## src/rtl/bottling_sequencer.sv

```systemverilog
// bottling_sequencer: operator-key sequencer for the pill bottling counter.
// Turns start/pause/clear keys into the 2-bit run state and a pacing
// suspend signal. Targets are latched at start. The buzzer is timed in REPORT.
// Optional feature macro: BOTTLE_GAP_EN. When defined, each next-bottle pulse
// inserts a BOTTLE_GAP-cycle hold before pacing resumes.
//
//   state  | meaning
//   IDLE   | waiting for a valid start; counter held
//   RUN    | pacing pill drops, one permission per PILL_PERIOD cycles
//   PAUSE  | operator pause; pace and gap counters frozen
//   REPORT | all bottles done; alarm for ALARM_CYCLES, start returns to IDLE

module bottling_sequencer #(
  parameter int unsigned PILL_PERIOD  = 50,
  parameter int unsigned ALARM_CYCLES = 1000,
  parameter int unsigned BOTTLE_GAP   = 20
) (
  input  logic       in_clk,
  input  logic       in_rst_n,
  input  logic       in_start,
  input  logic       in_pause,
  input  logic       in_clear,
  input  logic [5:0] in_target_bottle_num,
  input  logic [5:0] in_target_pill_num,
  input  logic       in_finish,
  input  logic       in_next_bottle,
  output logic [1:0] out_state,
  output logic       out_suspend,
  output logic [5:0] out_target_bottle_num,
  output logic [5:0] out_target_pill_num,
  output logic       out_alarm,
  output logic       out_err
);

  typedef enum logic [1:0] {
    ST_IDLE   = 2'b00,
    ST_RUN    = 2'b01,
    ST_PAUSE  = 2'b10,
    ST_REPORT = 2'b11
  } state_t;

  localparam logic [15:0] PACE_LAST  = 16'(PILL_PERIOD - 1);
  localparam logic [15:0] ALARM_LOAD = 16'(ALARM_CYCLES);

  // Key sampling registers and edge-detect history.
  logic start_q, start_d, pause_q, pause_d, clear_q, clear_d, finish_q, finish_d;
  logic start_prev_q, start_prev_d, pause_prev_q, pause_prev_d;
  // key_vld_q/hist_vld_q mask edges until the history reflects post-reset
  // key levels, so a key held through reset release is not seen as a press.
  logic key_vld_q, key_vld_d, hist_vld_q, hist_vld_d;
  logic start_edge, pause_edge;

  state_t      state_q, state_d;
  logic        suspend_q, suspend_d;
  logic [5:0]  tgt_bottle_q, tgt_bottle_d, tgt_pill_q, tgt_pill_d;
  logic        alarm_q, alarm_d;
  logic        err_q, err_d;
  logic [15:0] pace_q, pace_d;
  logic [15:0] gap_q, gap_d;
  logic [15:0] acnt_q, acnt_d;

`ifdef BOTTLE_GAP_EN
  localparam logic [15:0] GAP_LOAD = 16'(BOTTLE_GAP);
`else
  logic unused_gap_cfg;
  assign unused_gap_cfg = ^{in_next_bottle, 16'(BOTTLE_GAP)};
`endif

  // Key sampling: keys are registered once, then compared with their history.
  always_comb begin
    start_d      = in_start;
    pause_d      = in_pause;
    clear_d      = in_clear;
    finish_d     = in_finish;
    start_prev_d = start_q;
    pause_prev_d = pause_q;
    key_vld_d    = 1'b1;
    hist_vld_d   = key_vld_q;
    start_edge   = start_q & ~start_prev_q & hist_vld_q;
    pause_edge   = pause_q & ~pause_prev_q & hist_vld_q;
  end

  // Next-state, pacing, gap, alarm and latched-output logic.
  always_comb begin
    state_d      = state_q;
    pace_d       = pace_q;
    gap_d        = gap_q;
    acnt_d       = acnt_q;
    alarm_d      = alarm_q;
    err_d        = err_q;
    tgt_bottle_d = tgt_bottle_q;
    tgt_pill_d   = tgt_pill_q;

    if (clear_q) begin
      state_d = ST_IDLE;
      err_d   = 1'b0;
      alarm_d = 1'b0;
      acnt_d  = 16'd0;
      pace_d  = 16'd0;
      gap_d   = 16'd0;
    end else begin
      unique case (state_q)
        ST_IDLE: begin
          if (start_edge) begin
            if (in_target_bottle_num != 6'd0 && in_target_pill_num != 6'd0) begin
              state_d      = ST_RUN;
              tgt_bottle_d = in_target_bottle_num;
              tgt_pill_d   = in_target_pill_num;
              err_d        = 1'b0;
              pace_d       = 16'd0;
              gap_d        = 16'd0;
            end else begin
              err_d = 1'b1;
            end
          end
        end
        ST_RUN: begin
          if (finish_q) begin
            state_d = ST_REPORT;
            alarm_d = 1'b1;
            acnt_d  = ALARM_LOAD;
            pace_d  = 16'd0;
            gap_d   = 16'd0;
          end else begin
            if (pause_edge) state_d = ST_PAUSE;
            // Pace advances on every RUN cycle, including the one that
            // pauses, so a resume continues exactly where counting stopped.
            if (gap_q != 16'd0) begin
              gap_d  = gap_q - 16'd1;
              pace_d = 16'd0;
            end else if (pace_q >= PACE_LAST) begin
              pace_d = 16'd0;
            end else begin
              pace_d = pace_q + 16'd1;
            end
`ifdef BOTTLE_GAP_EN
            if (in_next_bottle) begin
              gap_d  = GAP_LOAD;
              pace_d = 16'd0;
            end
`endif
          end
        end
        ST_PAUSE: begin
          if (pause_edge) state_d = ST_RUN;
        end
        ST_REPORT: begin
          acnt_d  = (acnt_q != 16'd0) ? acnt_q - 16'd1 : 16'd0;
          alarm_d = (acnt_d != 16'd0);
          if (start_edge) begin
            state_d = ST_IDLE;
            alarm_d = 1'b0;
            acnt_d  = 16'd0;
          end
        end
        default: state_d = ST_IDLE;
      endcase
    end

    // Permission is decided from next-cycle state, so a pause landing on a
    // tick cycle suppresses that tick.
    suspend_d = !((state_d == ST_RUN) && (pace_d == PACE_LAST) && (gap_d == 16'd0));
  end

  // All registers, synchronous active-low reset.
  always_ff @(posedge in_clk) begin
    if (!in_rst_n) begin
      start_q      <= 1'b0;
      pause_q      <= 1'b0;
      clear_q      <= 1'b0;
      finish_q     <= 1'b0;
      start_prev_q <= 1'b0;
      pause_prev_q <= 1'b0;
      key_vld_q    <= 1'b0;
      hist_vld_q   <= 1'b0;
      state_q      <= ST_IDLE;
      suspend_q    <= 1'b1;
      tgt_bottle_q <= 6'd0;
      tgt_pill_q   <= 6'd0;
      alarm_q      <= 1'b0;
      err_q        <= 1'b0;
      pace_q       <= 16'd0;
      gap_q        <= 16'd0;
      acnt_q       <= 16'd0;
    end else begin
      start_q      <= start_d;
      pause_q      <= pause_d;
      clear_q      <= clear_d;
      finish_q     <= finish_d;
      start_prev_q <= start_prev_d;
      pause_prev_q <= pause_prev_d;
      key_vld_q    <= key_vld_d;
      hist_vld_q   <= hist_vld_d;
      state_q      <= state_d;
      suspend_q    <= suspend_d;
      tgt_bottle_q <= tgt_bottle_d;
      tgt_pill_q   <= tgt_pill_d;
      alarm_q      <= alarm_d;
      err_q        <= err_d;
      pace_q       <= pace_d;
      gap_q        <= gap_d;
      acnt_q       <= acnt_d;
    end
  end

  assign out_state             = state_q;
  assign out_suspend           = suspend_q;
  assign out_target_bottle_num = tgt_bottle_q;
  assign out_target_pill_num   = tgt_pill_q;
  assign out_alarm             = alarm_q;
  assign out_err               = err_q;

endmodule

```

## config.mk

```make
export PLATFORM = sky130hd
export DESIGN_NAME = bottling_sequencer
export DESIGN_NICKNAME = d
export VERILOG_FILES = /design/src/rtl/bottling_sequencer.sv
export SDC_FILE = /design/constraint.sdc
export NUM_CORES = 1
export LEC_CHECK = 0
export ABC_AREA = 1
export ABC_CLOCK_PERIOD_IN_PS = 2800
export BUFFER_PORTS_ARGS = -buffer_cell sky130_fd_sc_hd__buf_2
export CORE_MARGIN = 1.5
export CORE_UTILIZATION = 45
export CTS_CLUSTER_SIZE = 12
export DETAILED_ROUTE_END_ITERATION = 10
export PLACE_DENSITY = 0.69
export SLEW_MARGIN = 40
export SYNTH_ARGS = -nofsm -noshare
export SYNTH_HDL_FRONTEND = slang
export SYNTH_SLANG_ARGS = --single-unit
```

## constraint.sdc

```tcl
create_clock -name in_clk -period 2.8 [get_ports in_clk]
set_input_delay 0.84 -clock in_clk [delete_from_list [all_inputs] [get_ports in_clk]]
set_output_delay 0.84 -clock in_clk [all_outputs]
set_load 0.02 [all_outputs]
```

* Yosys cells after proc, flatten, opt, wreduce, memory -nomap -nowiden
Cells that the tools add are included.
** Operators by class
- Eq/ne operators :: 6
- Mux-type cells :: 30
- Bitwise logic cells :: 8
- Add/sub/neg operators :: 3
- $lt $le $gt $ge :: 1
- Reductions and logical operators :: 16
** Operator list (count)
- 2-to-1 mux 16 bit :: 14
- one-hot mux 16 bit (2 select lines) :: 3
- nonzero test 16 bit :: 3
- subtractor 16 x 1 -> 16 bit, second input constant :: 2
- adder 16 x 1 -> 16 bit, second input constant :: 1
- == test 16 x 6 -> 1 bit, second input constant :: 1
- >= comparator 16 x 6 -> 1 bit, second input constant :: 1
- zero test 16 bit :: 1
- 2-to-1 mux 2 bit :: 7
- nonzero test 6 bit :: 2
- one-hot mux 2 bit (4 select lines) :: 1
- AND 1 bit :: 4
- == test 2 x 1 -> 1 bit, second input constant :: 2
- == test 2 bit, second input constant :: 2
- 2-to-1 mux 1 bit :: 4
- inverter 1 bit :: 4
- AND reduction 2 bit :: 2
- AND reduction 4 bit :: 1
- logical AND 1 bit :: 3
- zero test 2 bit :: 1
- inequality test 2 bit, second input constant :: 1
- one-hot mux 1 bit (2 select lines) :: 1
- nonzero test 2 bit :: 1
- OR reduction 2 bit :: 1
- zero test 1 bit :: 1
** Word-level totals
- Register bits :: 73
- Input port bits :: 19
- Output and inout bits :: 17
- Word-level logic and storage cells :: 81

* Depth between registers and ports, before layout
Gate-level depths: netlist (run 1).
- Depth in word-level cells :: 11
- Mapped depth :: 15
- Gate-level depth less buffers :: 15

* Worst setup path before layout (run 1)
OpenSTA, ideal clock, no wires.
- Path kind :: input-to-reg
- Start point :: input port in_rst_n
- End point :: register suspend_q, in the netlist out_suspend
- Cell stages on the path :: 12
- Data required time :: 2.679 ns
- Path slack :: 0.819 ns
- Setup time :: 0.121 ns
- Arrival time :: 1.860 ns
- Buffers on the path :: 0
- Cell sequence :: inv_1 -> nor2_4 -> inv_2 -> a21oi_1 -> nand2_1 -> nand3b_1 -> nor2_1 -> nand2_1 -> nor2_1 -> nand3_1 -> nor2_1 -> nand3_1
** RTL lines
- from (decl) :: RTL line 19 : input logic in_rst_n,
- to (signal assigned) :: RTL line 195 : suspend_q <= suspend_d;
- to (decl) :: RTL line 54 : logic suspend_q, suspend_d;

* Worst setup path after layout (run 1)
- Start point :: register state_q[0], in the netlist out_state[0]
- End point :: register suspend_q, in the netlist out_suspend
** Between the ends
- Longest elaborated chain between the ends :: 8
- Elaborated cells on any way between the ends :: 22
- Classes of those cells :: eq/ne (5); mux (12); reduce/logical (5)
** RTL lines
- from (decl) :: RTL line 53 : state_t state_q, state_d;
- from (signal assigned) :: RTL line 194 : state_q <= state_d;
- parallel branches: the longest is 6 deep, another holds one-hot mux 16 bit (2 select lines)
- logical AND 1 bit * :: RTL line 162 : suspend_d = !((state_d == ST_RUN) && (pace_d == PACE_LAST) && (gap_d == 16'd0));
- zero test 1 bit * :: RTL line 162
Mark *: on every way between the ends.
A chain may end at the register's enable or synchronous reset.

==> flow_summary.yaml, run 1 <==
outcome:
  status: "completed"
place:
  postPlaceCellArea_um2: 4490
  gp_congestion: 0.910
  io_buffers: 34
  hpwl_um: 7190
clocking:
  cts-root-buf: "clkbuf_8"
  cts_setup_buffers: 0
  htree_levels: 3
  cts-hold-fix-buffers: 0
  clk_path_buf_depth: 2
  cts-resized-gates: 0
  cts_tree: "built"
  clkSlewWorstSetupHoldPaths_ns: 0.09
  clkLatencyLatePin_ns: 0.36
  cts_buffers: 9
  clock-sinks: 73
critical_path:
  r2r-start: "out_state[0]$_SDFF_PN0_"
  worstReg2RegEnd: "out_suspend$_SDFF_PN1_"
  worstSetupEndpointType: "flip-flop"
  critPathLaunchType: "flip-flop"
  critPathKind: "flip-flop to flip-flop"
  crit_required_ns: 3.03
  worstPathArrival_ns: 2.54
  critPathMaxFanout: 29
  ff2ff_path_depth: 11
  reg2reg_slack_ns: 0.50
timing:
  max_slew_margin: 0.662
  fmax_ghz: 0.434
  hold_violations: 0
  timing.final.crit_period_ns: 2.30
  tns_ns: 0
  skew_ns: 0.0158
  post-route-period-util: 0.822
  finalMaxSlewViolations: 0
  rsz0062_at_grt: "false"
  max_slew.worst_pin.slew_ns: 0.506
  setup_viol_count_final: 0
die:
  start_util: 0.460
  num_rows: 35
  die_x_um: 100
  die_area_um2: 9990
  die_y_um: 100
  io_pins: 36
  coreArea_um2: 9200
detailed_routing:
  num_vias: 4210
  drt_pass1_iterations: 4
  drtIter0Drc: 245
  final_antenna_net_count: 0
  viasPerCell: 5.31
  wl_per_cell_um: 12.9
  drc: 0
  routed_wl_um: 10200
yosys:
  ys_types: 38
  synth_top_cell_area_share: 0.345
  ys.flop_type: "dfxtp_1"
  synth_commonest_cells: "nand2_1 (129), nor2_1 (113), nand3_1 (74)"
  synth_edf_count: 0
  synth_largest_area_cell: "dfxtp_1"
  ys_seq_area_frac: 0.345
  syn-mean-instance-area_um2: 6.54
  synth.most_common_cell: "nand2_1"
  syn_inst: 647
  syn_nets: 672
  ys_warn_count: 0
  ys_async_sr_fraction: 0
  synth_seq_cells: 73
  syn-cell-area_um2: 4230
  synthTopCellsByArea: "dfxtp_1 (35%), nand2_1 (11%), nor2_1 (10%)"
min_path:
  min_path_type: "flip-flop to flip-flop"
  whs_path_depth: 2
  min_to: "hist_vld_q$_SDFF_PN0_"
  hp-start: "hist_vld_d$_DFF_P_"
run:
  maxCapViolCount: 0
grt:
  grt_use_total: 0.219
  grt_pass1_vias: 3923
  grt_pass1_wl_um: 17900
  grt_max_degree: 33
  overflow: 0
  antenna_found_initial: 0
finish:
  drive_gt1_frac: 0.136
  post-route-util: 0.511
  antenna_cells: 0
  syn2layout_area_growth_pct: 11.0
  nets: 702
  final_area_um2: 4700
pwr:
  p_per_area_nw_per_um2: 489
  power_uw: 2290
  leakage_uw: 0.00218
  ir_worst_vdd_mv: 0.328
routing by layer:
layer / GRT usage / share of wire / up-vias
li1: - / - / 2173
met2: 0.354 / 0.47 / 90
met3: 0.0320 / 0.032 / 21
met4: 0.0975 / 0.022 / 0
met1: 0.290 / 0.48 / 1926
met5: 0 / 0 / -
worst max-delay path by stage:
stage | from | endpoint | slack [ns] | cells past startpoint
6_report | out_state[0]$_SDFF_PN0_ | out_suspend$_SDFF_PN1_ | 0.50 | 11
5_1_grt | out_state[0]$_SDFF_PN0_ | out_suspend$_SDFF_PN1_ | 0.24 | 11
4_1_cts | out_state[0]$_SDFF_PN0_ | out_suspend$_SDFF_PN1_ | 0.52 | 11
3_5_place_dp | in_target_pill_num[3] | out_suspend$_SDFF_PN1_ | 0.30 | 11
3_3_place_gp | in_target_pill_num[3] | out_suspend$_SDFF_PN1_ | 0.31 | 11
2_1_floorplan | in_rst_n | out_suspend$_SDFF_PN1_ | 0.82 | 12
layout by cell type (no fill, tap or decap), types with 9 or more instances in the layout:
cell type and count:
clkbuf_8 9, o21ai_0 43, inv_1 66, buf_2 34, nand2_1 129, a21oi_1 23, nand3_1 74, nor2_2 9
dfxtp_1 73, nand4_1 27, nor2_1 113
sequential cells by signal (all words and copies together), names as in the netlist:
name                   cells
out_suspend                1
start_prev_q               1
clear_q                    1
start_prev_d               1
pace_q                    16
hist_vld_d                 1
gap_q                     16
pause_prev_q               1
out_state                  2
finish_q                   1
hist_vld_q                 1
out_target_bottle_num      6
pause_prev_d               1
out_target_pill_num        6
acnt_q                    16
out_alarm                  1
out_err                    1
cell families after synthesis:
group,synth area share
compound gates,0.107
xor+xnor,0.0166
fa+ha+maj,0.0177
buf+inv,0.0964
flops,0.345
simple gates,0.417
critical path, cell delays in order, from the launching register on:
cell	delay [ns]
dfxtp_1	0.49
inv_2	0.11
nor2_4	0.39
inv_2	0.35
nand3_1	0.18
nand2_1	0.06
nand2_1	0.07
nand2_1	0.05
nor2_1	0.10
nand3_1	0.11
nor2_1	0.18
nand3_1	0.08
layout make-up:
type / instances / area, um2
tap: 111 / 139
clock buffer: 9 / 124
timing repair buffer: 42 / 243
sequential: 73 / 1460
inverter: 75 / 282
clock inverter: 7 / 85.1
fill: 914 / 4500
multi-input combinational: 476 / 2360
through the flow:
| step | hold slack, ns | std cells | setup slack, ns |
|---|---|---|---|
| after detailed placement | 0.395 | 777 | 0.302 |
| after CTS | 0.417 | 793 | 0.516 |
| after global routing | 0.451 | 793 | 0.242 |
| final | 0.416 | 793 | 0.497 |
| after floorplan | 0.390 | 647 | 0.819 |
| after global placement | 0.397 | 777 | 0.313 |
report_power, final:
group          total, uW  switching (uW)  internal [uW]
combinational        331             217            114
sequential          1070            17.8           1060
clock                891             460            430
(Power assumes the default switching activity.)
==> run 2, diff against run 1 <==
Settings changed: ABC_CLOCK_PERIOD_IN_PS 2800 to 2009, PLACE_DENSITY 0.69 to 0.71.
Clock period 2.8 ns to 2.01 ns, I/O delays scaled along.
==> run 2 against run 1 <==
  * The run now ends with negative setup slack left
  * Via count is 7.4% higher
  * Global-route usage is 0.19 points lower
  * Non-clock buffer count is 53 higher
  * Highest routed layer unchanged
==> flow_summary.yaml, run 2 (synthesis results as in run 1) <==
clocking:
  cts_tree: "built"
  cts-hold-fix-buffers: 0
  htree_levels: 3
  clock-sinks: 73
  cts-root-buf: "clkbuf_8"
  clkSlewWorstSetupHoldPaths_ns: 0.09
  clk_path_buf_depth: 2
  clkLatencyLatePin_ns: 0.36
  cts_buffers: 9
place:
  dp_slack_ns: -0.119
  hpwl_um: 7660
  gp_congestion: 0.885
  postPlaceCellArea_um2: 4820
  io_buffers: 34
critical_path:
  reg2reg_slack_ns: -0.03
  critPathMaxFanout: 4
  worstSetupEndpointType: "flip-flop"
  crit_required_ns: 2.25
  critPathKind: "flip-flop to flip-flop"
  critPathLaunchType: "flip-flop"
  worstPathArrival_ns: 2.28
pwr:
  power_uw: 3280
  p_per_area_nw_per_um2: 638
  leakage_uw: 0.00244
  ir_worst_vdd_mv: 0.398
timing:
  max_slew.worst_pin.slew_ns: 0.383
  fmax_ghz: 0.490
  timing.final.crit_period_ns: 2.04
  holdWs_ns: 0.415
  finalMaxSlewViolations: 0
  rsz0062_at_grt: "true"
  max_slew_margin: 0.744
  fin_ws_ns: -0.0290
  skew_ns: 0.0138
  hold_violations: 0
  post-route-period-util: 1.01
  setup_viol_count_final: 1
grt:
  overflow: 0
  grt_use_total: 0.217
  grt_max_degree: 33
  grt_pass1_vias: 4148
  antenna_found_initial: 0
  grt_pass1_wl_um: 17900
die:
  num_rows: 35
  start_util: 0.460
  die_y_um: 100
  die_area_um2: 9990
  die_x_um: 100
  coreArea_um2: 9200
  io_pins: 36
min_path:
  min_path_type: "input pin to flip-flop"
detailed_routing:
  num_vias: 4523
  wl_per_cell_um: 12.6
  viasPerCell: 5.35
  drtIter0Drc: 311
  routed_wl_um: 10700
  drc: 0
  final_antenna_net_count: 0
  drt_pass1_iterations: 7
outcome:
  violations: "negative setup slack"
  status: "finished, violations left"
finish:
  syn2layout_area_growth_pct: 21.5
  antenna_cells: 0
  top_regs: "acnt_q: 16 flops, gap_q: 16 flops, pace_q: 16 flops"
  drive_gt1_frac: 0.215
  nets: 755
  final_area_um2: 5140
  final_common_cell: "nand2_1"
  final_cell_mix: "nand2_1 (128), nor2_1 (109), nand3_1 (73)"
run:
  maxCapViolCount: 0
-- run 2: changes by cell type in the layout (fill, tap and decap cells not counted), moves of 2 or more --
cell	previous run	this run
dfxtp_2	0	2
dfxtp_1	73	71
nor2_2	9	11
nor2_1	113	109
clkinv_4	0	2
nor2_4	6	8
buf_4	7	61
inv_1	66	63
inv_2	7	10
-- run 2: worst paths after layout --
check / start / end / depth (start not counted)
max: gap_q[0]$_SDFF_PN0_ / out_suspend$_SDFF_PN1_ / 13
min: in_clear / clear_q$_SDFF_PN0_ / 3
max reg2reg: gap_q[0]$_SDFF_PN0_ / out_suspend$_SDFF_PN1_ / 13
min reg2reg: hist_vld_d$_DFF_P_ / hist_vld_q$_SDFF_PN0_ / 2
-- run 2: metal layers --
layer | share of wire | wire [um] | global-route usage
met2 | 0.48 | 5170 | 0.380
met5 | 0 | 0 | 0
met1 | 0.45 | 4800 | 0.264
met3 | 0.043 | 461 | 0.0362
met4 | 0.022 | 234 | 0.0878
-- run 2: through the flow --
stage | setup TNS [ns] | instances | utilization
after global placement | -0.119 | 823 | 0.524
after detailed placement | -0.157 | 823 | 0.524
final | -0.0290 | 846 | 0.559
after CTS | 0 | 840 | 0.548
after global routing | -0.148 | 846 | 0.559
after floorplan | 0 | 647 | -
-- run 2: what timing repair did --
action / CTS / global route
pin swaps: 1 / 8
setup buffers: 1 / 6
cloned: 0 / 0
resized for setup: 1 / 16
endpoints found under the setup margin: 1 / 2
-- run 2: cell type report --
| type | count | area (um2) |
|---|---|---|
| flip-flops and latches | 73 | 1460 |
| clock buffers | 10 | 138 |
| well taps | 111 | 139 |
| clock inverters | 6 | 75.1 |
| repair buffers | 95 | 628 |
| fillers | 871 | 4060 |
| multi-input cells | 476 | 2420 |
| inverters | 75 | 282 |
-- run 2: critical path: stages (launching register included) --
cell and delay (ns):
dfxtp_2 0.33, inv_2 0.08, ha_4 0.15, nand3_4 0.11, nor2_8 0.16, nand3_4 0.13, nor2_4 0.18, nand3_1 0.10
a21oi_2 0.18, nand2_1 0.09, nor2_2 0.12, nand3_1 0.07, nor2_1 0.13, nand3_1 0.10
-- run 2: report_power, final --
part / internal (uW) / total (uW) / switching [uW]
sequential: 1470 / 1490 / 19.3
clock: 624 / 1230 / 609
combinational: 224 / 556 / 331
==> run 3, diff against run 2 <==
Settings changed: ABC_AREA 1 to 0, CTS_CLUSTER_DIAMETER set to 50, PLACE_DENSITY 0.71 to 0.72.
==> run 3 against run 2 <==
  * The run still ends with negative setup slack left
  * Routed wire length increased by 16%
  * Cell area grew 12%
  * Maximum frequency is 29% lower
  * Worst hold slack gained 0.020 ns
  * Clock-buffer cell count decreased by 1
  * Clock power about the same
  * Sequential power hardly changed
  * Via count decreased by 4.0%
  * Critical path type unchanged
==> flow_summary.yaml, run 3 <==
min_path:
  min_path_type: "flip-flop to flip-flop"
  hp-start: "hist_vld_d$_DFF_P_"
finish:
  final_common_cell: "buf_4"
  fin_cells: 763
  antenna_cells: 0
  drive_gt1_frac: 0.404
  nets: 678
  top_regs: "acnt_q: 16 flops, gap_q: 16 flops, pace_q: 16 flops"
  final_cell_mix: "buf_4 (127), dfxtp_1 (63), nor2_1 (52)"
  syn2layout_area_growth_pct: 47.9
critical_path:
  critPathMaxFanout: 2
  crit_end: "out_suspend$_SDFF_PN1_"
  worstSetupEndpointType: "flip-flop"
  reg2reg_slack_ns: -0.85
  r2r-start: "gap_q[7]$_SDFF_PN0_"
  crit_start: "gap_q[7]$_SDFF_PN0_"
  critPathKind: "flip-flop to flip-flop"
  worstReg2RegEnd: "out_suspend$_SDFF_PN1_"
  ff2ff_path_depth: 8
  critPathLaunchType: "flip-flop"
  crit_required_ns: 2.25
  worstPathArrival_ns: 3.09
die:
  die_area_um2: 9250
  start_util: 0.471
  die_x_um: 96.2
  num_rows: 33
  die_y_um: 96.2
  io_pins: 36
  coreArea_um2: 8300
timing:
  hold_violations: 0
  post-route-period-util: 1.42
  fmax_ghz: 0.350
  holdWs_ns: 0.435
  setup_viol_count_final: 10
  timing.final.crit_period_ns: 2.86
  max_slew.worst_pin.slew_ns: 0.456
  skew_ns: 0.0121
  max_slew_margin: 0.695
  fin_ws_ns: -0.847
  finalMaxSlewViolations: 0
  rsz0062_at_grt: "true"
place:
  gp_congestion: 0.990
  hpwl_um: 8600
  dp.cells: 741
  io_buffers: 34
pwr:
  p_per_area_nw_per_um2: 506
  leakage_uw: 0.00244
  power_uw: 2920
  ir_worst_vdd_mv: 0.619
clocking:
  cts_tree: "built"
  htree_levels: 3
  clk_path_buf_depth: 2
  clkSlewWorstSetupHoldPaths_ns: 0.09
  clock-sinks: 73
  cts-root-buf: "clkbuf_8"
  clkLatencyLatePin_ns: 0.36
  cts_buffers: 9
detailed_routing:
  drt_pass1_iterations: 6
  routed_wl_um: 12300
  wl_per_cell_um: 16.2
  viasPerCell: 5.69
  drc: 0
  num_vias: 4340
  final_antenna_net_count: 0
  drtIter0Drc: 236
yosys:
  synth_largest_area_cell: "dfxtp_1"
  ys_warn_count: 0
  syn_inst: 490
  ys_seq_area_frac: 0.374
  ys.flop_type: "dfxtp_1"
  syn_nets: 515
  synth_top_cell_area_share: 0.374
  ys_async_sr_fraction: 0
  synthTopCellsByArea: "dfxtp_1 (37%), nor2_1 (5.5%), nand2_1 (5.1%)"
  synth_edf_count: 0
  ys_types: 69
  synth.most_common_cell: "dfxtp_1"
  synth_seq_cells: 73
  synth_commonest_cells: "dfxtp_1 (73), nor2_1 (57), nand2_1 (53)"
  syn-cell-area_um2: 3910
  syn-mean-instance-area_um2: 7.97
grt:
  overflow: 0
  antenna_found_initial: 0
  grt_max_degree: 41
  grt_pass1_wl_um: 19700
  grt_use_total: 0.273
  grt_pass1_vias: 4173
run:
  maxCapViolCount: 0
outcome:
  status: "finished, violations left"
  violations: "negative setup slack"
==> run 3: cell type report <==
class                   instances  area (um2)
flip-flops and latches         73        1470
fillers                       623        2520
inverters                      13        48.8
multi-input cells             382        2620
clock inverters                 7        80.1
repair buffers                174        1300
well taps                     105         131
clock buffers                   9         124
==> run 3: worst min-delay path by stage <==
stage                                       end  slack (ns)  depth (start not counted)
final                     hist_vld_q$_SDFF_PN0_        0.43                          1
after global routing      hist_vld_q$_SDFF_PN0_        0.45                          1
after CTS                 hist_vld_q$_SDFF_PN0_        0.44                          1
after detailed placement  hist_vld_q$_SDFF_PN0_        0.42                          1
after global placement    hist_vld_q$_SDFF_PN0_        0.41                          1
after floorplan           hist_vld_q$_SDFF_PN0_        0.41                          1
==> run 3: timing repair <==
| action | 4_1_cts | 5_1_grt |
|---|---|---|
| pin swaps | 9 | 15 |
| setup endpoints to repair | 27 | 38 |
| buffers inserted | 6 | 6 |
| hold buffers | 0 | 0 |
| gates resized for setup | 30 | 47 |
| cloned | 0 | 0 |
==> run 3: where the power goes <==
| part | switching (uW) | total, uW | leakage (uW) | internal, uW |
|---|---|---|---|---|
| sequential | 10.1 | 1470 | 0.000595 | 1460 |
| clock | 620 | 1210 | 0.000101 | 586 |
| combinational | 135 | 250 | 0.00175 | 115 |
| total | 765 | 2920 | 0.00244 | 2160 |
==> run 3: metal layers <==
metal / vias up / global-route usage / share of wire
met1: 2034 / 0.353 / 0.42
met3: 43 / 0.0458 / 0.060
met5: - / 0 / 0
li1: 2096 / - / -
met4: 0 / 0.0968 / 0.026
met2: 167 / 0.455 / 0.49
==> run 3: cell families after synthesis <==
kind of cell	share of synthesized area
buffers and inverters	0.0410
xor gates and xnor gates	0.0224
adders and majority gates	0.0192
and+or+nand+nor	0.329
AOI/OAI and AO/OA	0.207
muxes	0.00769
DFF	0.374
==> run 3: worst max-delay path: stages (launching register included) <==
cell and delay (ns):
dfxtp_2 0.33, or4_4 0.55, buf_6 0.14, o311ai_4 0.24
nor4_2 0.08, a211o_1 0.29, nand4bb_1 0.18, or4b_1 0.51
or4_1 0.41
==> run 3: stage by stage <==
step                setup TNS (ns)  instance area, um2  utilization  worst slack [ns]
floorplan                   -0.691                4030            -            -0.691
global placement             -7.82                5250        0.632            -0.846
detailed placement           -9.50                5250        0.632            -0.876
CTS                          -1.69                5580        0.672            -0.837
global route                 -3.95                5780        0.696            -0.973
finish                       -2.48                5780        0.696            -0.847
